$ cat src/rtl/cross_bar_rob_ctrl.sv
// Per-channel reorder controller for the four per-bank spw_buffers.
// Grants ROB numbers in order and tracks which bank services each entry.
// Once the head entry's write-back has landed, it is read from its bank
// and returned to the channel strictly in allocation order through a
// 2-deep output FIFO.
module cross_bar_rob_ctrl #(
  parameter int CHANNEL_ID = 0,
  parameter int DATA_W     = 128
) (
  input  logic                  clk_i,
  input  logic                  rst_i,
  input  logic                  alloc_valid_i,
  output logic                  alloc_ready_o,
  input  logic [1:0]            alloc_bank_i,
  output logic [2:0]            alloc_rob_num_o,
  input  logic [3:0]            bank_wr_valid_i,
  input  logic [11:0]           bank_wr_rob_num_i,
  output logic [3:0]            bank_rd_en_o,
  output logic [2:0]            bank_rd_ptr_o,
  input  logic [4*DATA_W-1:0]   bank_rd_data_i,
  output logic                  resp_valid_o,
  input  logic                  resp_ready_i,
  output logic [DATA_W-1:0]     resp_data_o,
  output logic [2:0]            resp_rob_num_o,
  output logic                  err_o,
  output logic [1:0]            err_ch_o
);

  // Entry table and ring pointers
  logic [7:0]        ent_vld_q;
  logic [7:0]        ent_done_q;
  logic [1:0]        ent_bank_q [8];
  logic [2:0]        head_q, tail_q;
  logic [3:0]        count_q, count_d;

  // Outstanding bank read (1-cycle spw_buffer latency)
  logic              rd_pend_q;
  logic [1:0]        rd_bank_q;
  logic [2:0]        rd_rob_q;

  // Output FIFO
  logic [DATA_W-1:0] fifo_data_q [2];
  logic [2:0]        fifo_rob_q  [2];
  logic              fifo_wptr_q, fifo_rptr_q;
  logic [1:0]        fifo_cnt_q;

  logic              err_q;

  logic              alloc_fire;
  logic              pop;
  logic              push;
  logic              issue;
  logic [2:0]        occ;
  logic [2:0]        wr_rob [4];
  logic [3:0]        wr_ok;
  logic [DATA_W-1:0] rd_data_sel;

  assign alloc_ready_o   = ~count_q[3];
  assign alloc_rob_num_o = tail_q;
  assign alloc_fire      = alloc_valid_i & alloc_ready_o;

  assign resp_valid_o    = (fifo_cnt_q != 2'd0);
  assign resp_data_o     = resp_valid_o ? fifo_data_q[fifo_rptr_q] : '0;
  assign resp_rob_num_o  = resp_valid_o ? fifo_rob_q[fifo_rptr_q] : 3'd0;
  assign pop             = resp_valid_o & resp_ready_i;
  assign push            = rd_pend_q;

  assign err_o           = err_q;
  assign err_ch_o        = 2'(CHANNEL_ID);

  // Reads in flight plus buffered responses, net of this cycle's pop, must stay below 2
  assign occ   = 3'(fifo_cnt_q) + 3'(rd_pend_q) - 3'(pop);
  assign issue = ~rst_i & ent_vld_q[head_q] & ent_done_q[head_q] & (occ < 3'd2);

  assign bank_rd_en_o  = issue ? (4'b0001 << ent_bank_q[head_q]) : 4'b0000;
  assign bank_rd_ptr_o = head_q;

  assign count_d = count_q + 4'(alloc_fire) - 4'(issue);

  // Decode per-bank write-backs and validate them against the entry table
  always_comb begin
    for (int b = 0; b < 4; b++) begin
      wr_rob[b] = bank_wr_rob_num_i[3*b +: 3];
      wr_ok[b]  = ent_vld_q[wr_rob[b]] & ~ent_done_q[wr_rob[b]] &
                  (ent_bank_q[wr_rob[b]] == 2'(b));
    end
  end

  // Select the returning read data from the bank that was read last cycle
  always_comb begin
    rd_data_sel = '0;
    for (int b = 0; b < 4; b++) begin
      if (rd_bank_q == 2'(b)) rd_data_sel = bank_rd_data_i[b*DATA_W +: DATA_W];
    end
  end

  // Control state: entry flags, pointers, read tracking, FIFO occupancy, error
  always_ff @(posedge clk_i) begin
    if (rst_i) begin
      ent_vld_q   <= '0;
      ent_done_q  <= '0;
      for (int i = 0; i < 8; i++) ent_bank_q[i] <= 2'd0;
      head_q      <= 3'd0;
      tail_q      <= 3'd0;
      count_q     <= 4'd0;
      rd_pend_q   <= 1'b0;
      fifo_wptr_q <= 1'b0;
      fifo_rptr_q <= 1'b0;
      fifo_cnt_q  <= 2'd0;
      err_q       <= 1'b0;
    end else begin
      for (int b = 0; b < 4; b++) begin
        if (bank_wr_valid_i[b]) begin
          if (wr_ok[b]) ent_done_q[wr_rob[b]] <= 1'b1;
          else          err_q <= 1'b1;
        end
      end
      if (issue) begin
        ent_vld_q[head_q] <= 1'b0;
        head_q            <= head_q + 3'd1;
      end
      if (alloc_fire) begin
        ent_vld_q[tail_q]  <= 1'b1;
        ent_done_q[tail_q] <= 1'b0;
        ent_bank_q[tail_q] <= alloc_bank_i;
        tail_q             <= tail_q + 3'd1;
      end
      count_q   <= count_d;
      rd_pend_q <= issue;
      if (push) fifo_wptr_q <= ~fifo_wptr_q;
      if (pop)  fifo_rptr_q <= ~fifo_rptr_q;
      fifo_cnt_q <= fifo_cnt_q + 2'(push) - 2'(pop);
    end
  end

  // Datapath: capture read target and FIFO payload (no reset needed)
  always_ff @(posedge clk_i) begin
    if (issue) begin
      rd_bank_q <= ent_bank_q[head_q];
      rd_rob_q  <= head_q;
    end
    if (push) begin
      fifo_data_q[fifo_wptr_q] <= rd_data_sel;
      fifo_rob_q[fifo_wptr_q]  <= rd_rob_q;
    end
  end

endmodule

$ cat config.mk
export PLATFORM = sky130hd
export DESIGN_NAME = cross_bar_rob_ctrl
export DESIGN_NICKNAME = d
export VERILOG_FILES = /design/src/rtl/cross_bar_rob_ctrl.sv
export SDC_FILE = /design/constraint.sdc
export NUM_CORES = 1
export LEC_CHECK = 0
export BUFFER_PORTS_ARGS = -buffer_cell sky130_fd_sc_hd__buf_4
export CAP_MARGIN = 20
export CORE_AREA = 8 8 262 264
export DETAILED_ROUTE_END_ITERATION = 6
export DIE_AREA = 0 0 270 272
export GPL_TIMING_DRIVEN = 0
export PLACE_DENSITY = 0.6
export SLEW_MARGIN = 20
export SYNTH_ARGS = -nofsm -noshare
export SYNTH_HDL_FRONTEND = slang
export SYNTH_SLANG_ARGS = --single-unit
$ cat constraint.sdc
create_clock -name clk_i -period 6.6 [get_ports clk_i]
set_input_delay 0.66 -clock clk_i [delete_from_list [all_inputs] [get_ports clk_i]]
set_output_delay 0.66 -clock clk_i [all_outputs]
set_load 0.01 [all_outputs]
==> out/metrics.yaml <==
outcome: "complete, no violations"
vias: 13200
leakagePower_nw: 9.06
rsz0062_at_grt: "false"
fin_ws_ns: 1.89
dr.first_iter.drc_count: 810
final_common_cell: "buf_4"
cpPeakStageDelay_ns: 0.55
grt_util_all_layers_pct: 18.0
clock_power_share_pct: 30.4
totalPowerFinal_w: 0.00701
clock_latency_ns: 0.54
wl_um: 69600
peakVddDrop_mv: 0.155
synth_cell_types: 59
critPathKind: "reg2out"
critPathMaxFanout: 13
fp.dieH_um: 272
power_density_nw_per_um2: 290
p_sw_w: 0.00236
grt_pass1_wl_um: 97900
die_x_um: 270
p_int_w: 0.00466
synthFlopType: "edfxtp_1"
grt.overflow.total: 0
yosysWarnings: 0
seq_area_frac_synth_pct: 56.0
start_util_pct: 25.4
multiInputGateArea_um2: 6840
synth_edf_count: 283
setup_viol: 0
rows: 94
post-route-min-period_ns: 4.71
seq_area_um2: 9220
maxSlewHeadroom_pct: 30.5
grt_pass1_vias: 13800
hold_path_class: "reg2reg"
layout.nets: 2370
critPathRequiredTime_ns: 5.94
post-route-drc-count: 0
dp_slack_ns: 2.00
port_buffers: 671
crit_slowest_cell: "nor2_1"
ctsResizeCount: 0
synthArstFlopShare_pct: 0
cts_root_buf: "clkbuf_16"
final_util_pct: 37.3
finalNonFillerCells: 2720
period_share_pct: 71.4
cts_hold_buf: 0
synth.top_cell.area_share_pct: 51.7
netlist.top_cell.by_area: "edfxtp_1"
fp.dieArea_um2: 73400
sw_frac_of_total_pct: 33.6
cts_tree: "done"
clk_pin_slew_ns: 0.06
finalHoldViolCount: 0
final_cell_mix: "buf_4, edfxtp_1, nor2_1"
netlist_instances: 1103
final.fill_count: 6240
antenna_found_initial: 3
cap_violations: 0
pwr-share-seq_pct: 32.4
drive_gt1_share_pct: 49.9
cts_buffer_depth: 3
dp_cells: 2650
avgRoutedWirePerCell_um: 25.6
synth_area_um2: 16500
io-pin-count: 680
place_congestion: 0.947
post-cts-setup-buffer-count: 0
startpoint_type: "flip-flop"
cp_cell_sequence: "nor2_1, inv_1, and2_1, ha_1, inv_1, ha_1, fa_1, xnor2_1, nor3_1, nand3_2, buf_6, clkinv_1, and3_1, buf_4"
via_per_inst: 4.84
cts_buffers: 38
firstDrtPassIters: 5
finalMaxSlewViolations: 0
grt_start_max_net_pins: 51
detail-route-antenna-nets: 0
worstMarginPinSlew_ns: 1.04
cts.sinks: 319
h-tree-depth: 2
dp.final_hpwl_um: 56400
synth-seq-cells: 319
finClkSkew_ns: 0.00930
synth.avg_cell_area_um2: 14.9
combPwrFrac_pct: 37.1
fmax_ghz: 0.212
area_growth_pct: 46.9
endpoint_kind: "output port"
crit_arrival_ns: 4.05
yosys-top-cells-area: "edfxtp_1, mux4_2, mux2i_1, dfxtp_1, nor2_1"
coreArea_um2: 64800
[kinds of logic (layout without fill, tap and decap cells)]
| kind of cell | Yosys count | count (layout) | synth area share [%] |
|---|---|---|---|
| simple gates | 296 | 296 | 8.27 |
| xor+xnor | 9 | 9 | 0.479 |
| flops | 319 | 319 | 56.0 |
| buf+inv | 103 | 854 | 2.56 |
| mux | 285 | 285 | 28.4 |
| compound gates | 80 | 80 | 3.39 |
| fa+ha+maj | 10 | 10 | 0.852 |
| other cells | 1 | 3 | 0.0228 |
[cell type report]
cell class | instances | share of cell area (%)
Antenna cell | 1 | 0.0104
Buffer | 81 | 1.43
Clock buffer | 45 | 4.13
Clock inverter | 24 | 1.14
Inverter | 22 | 0.342
Multi-Input combinational cell | 682 | 28.3
Sequential cell | 319 | 38.1
Tap cell | 864 | 4.47
Timing Repair Buffer | 682 | 22.0
[registers in the layout (all words and copies together), names as in the netlist, named ones only]
register         cells
fifo_cnt_q           2
push                 1
bank_rd_ptr_o        3
rd_rob_q             3
ent_vld_q            8
fifo_wptr_q          1
fifo_data_q        256
ent_bank_q          16
err_o                1
count_q              4
fifo_rptr_q          1
fifo_rob_q           6
alloc_rob_num_o      3
ent_done_q           8
rd_bank_q            2
[routing by layer]
layer | wire [um] | vias to the layer above | global-route usage (%)
met5 | 27 | - | 0
met4 | 1550 | 4 | 4.49
met3 | 5090 | 84 | 4.85
met2 | 36600 | 612 | 33.1
met1 | 26300 | 6635 | 20.5
li1 | - | 5818 | -
[synthesized netlist by cell type, drive strengths merged, types with 2 or more instances]
cell type	count
a221oi	4
mux4	145
nor4	3
and2	18
o21ai	17
nand3	17
nor2b	6
or4b	2
nor3	17
o22ai	2
nand4	3
nand3b	5
or4	5
inv	21
mux2i	136
o31ai	4
o211ai	7
dfxtp	36
nand2b	4
a31oi	10
clkbuf	34
a31o	7
a21oi	10
mux2	4
buf	47
nand4b	3
a211oi	9
fa	2
xnor2	7
edfxtp	283
nand2	33
xor2	2
ha	8
nor2	164
nor3b	6
and3	3
or3	6
[critical path, delay by kind of cell (launching register included)]
kind | cells | cell delay (ns)
XOR/XNOR | 1 | 0.17
flip-flops | 1 | 0.33
adder cells (fa/ha/maj) | 3 | 0.89
buffers and inverters | 5 | 0.86
AND/OR/NAND/NOR | 5 | 1.26
[stage by stage]
| stage | TNS [ns] | hold WS (ns) | cell area, um^2 |
|---|---|---|---|
| floorplan | 0 | 0.421 | 16500 |
| finish | 0 | 0.445 | 24200 |
| global placement | -471.05 | 0.428 | 22600 |
| global route | 0 | 0.439 | 24200 |
| CTS | 0 | 0.433 | 24200 |
| detailed placement | 0 | 0.434 | 22900 |
[path summary, 6_finish.rpt]
check,start,endpoint,slack (ns),depth (start not counted)
worst max-delay path,fifo_cnt_q[1],bank_rd_en_o[3],1.89,14
worst min-delay path,rd_rob_q[2],fifo_rob_q[1][2],0.44,0
worst max register to register,fifo_cnt_q[1],count_q[2],2.07,19
worst min register to register,rd_rob_q[2],fifo_rob_q[1][2],0.44,0
[power by group through the flow]
| stage | Combinational (W) | Clock, W | Sequential [W] |
|---|---|---|---|
| after floorplan | 0.00118 | 0 | 0.00230 |
| after global placement | 0.00267 | 0 | 0.00232 |
| after detailed placement | 0.00268 | 0 | 0.00232 |
| after CTS | 0.00269 | 0.00220 | 0.00227 |
| after global routing | 0.00281 | 0.00227 | 0.00228 |
| final | 0.00260 | 0.00213 | 0.00227 |
Power figures use the tool's default switching activity.
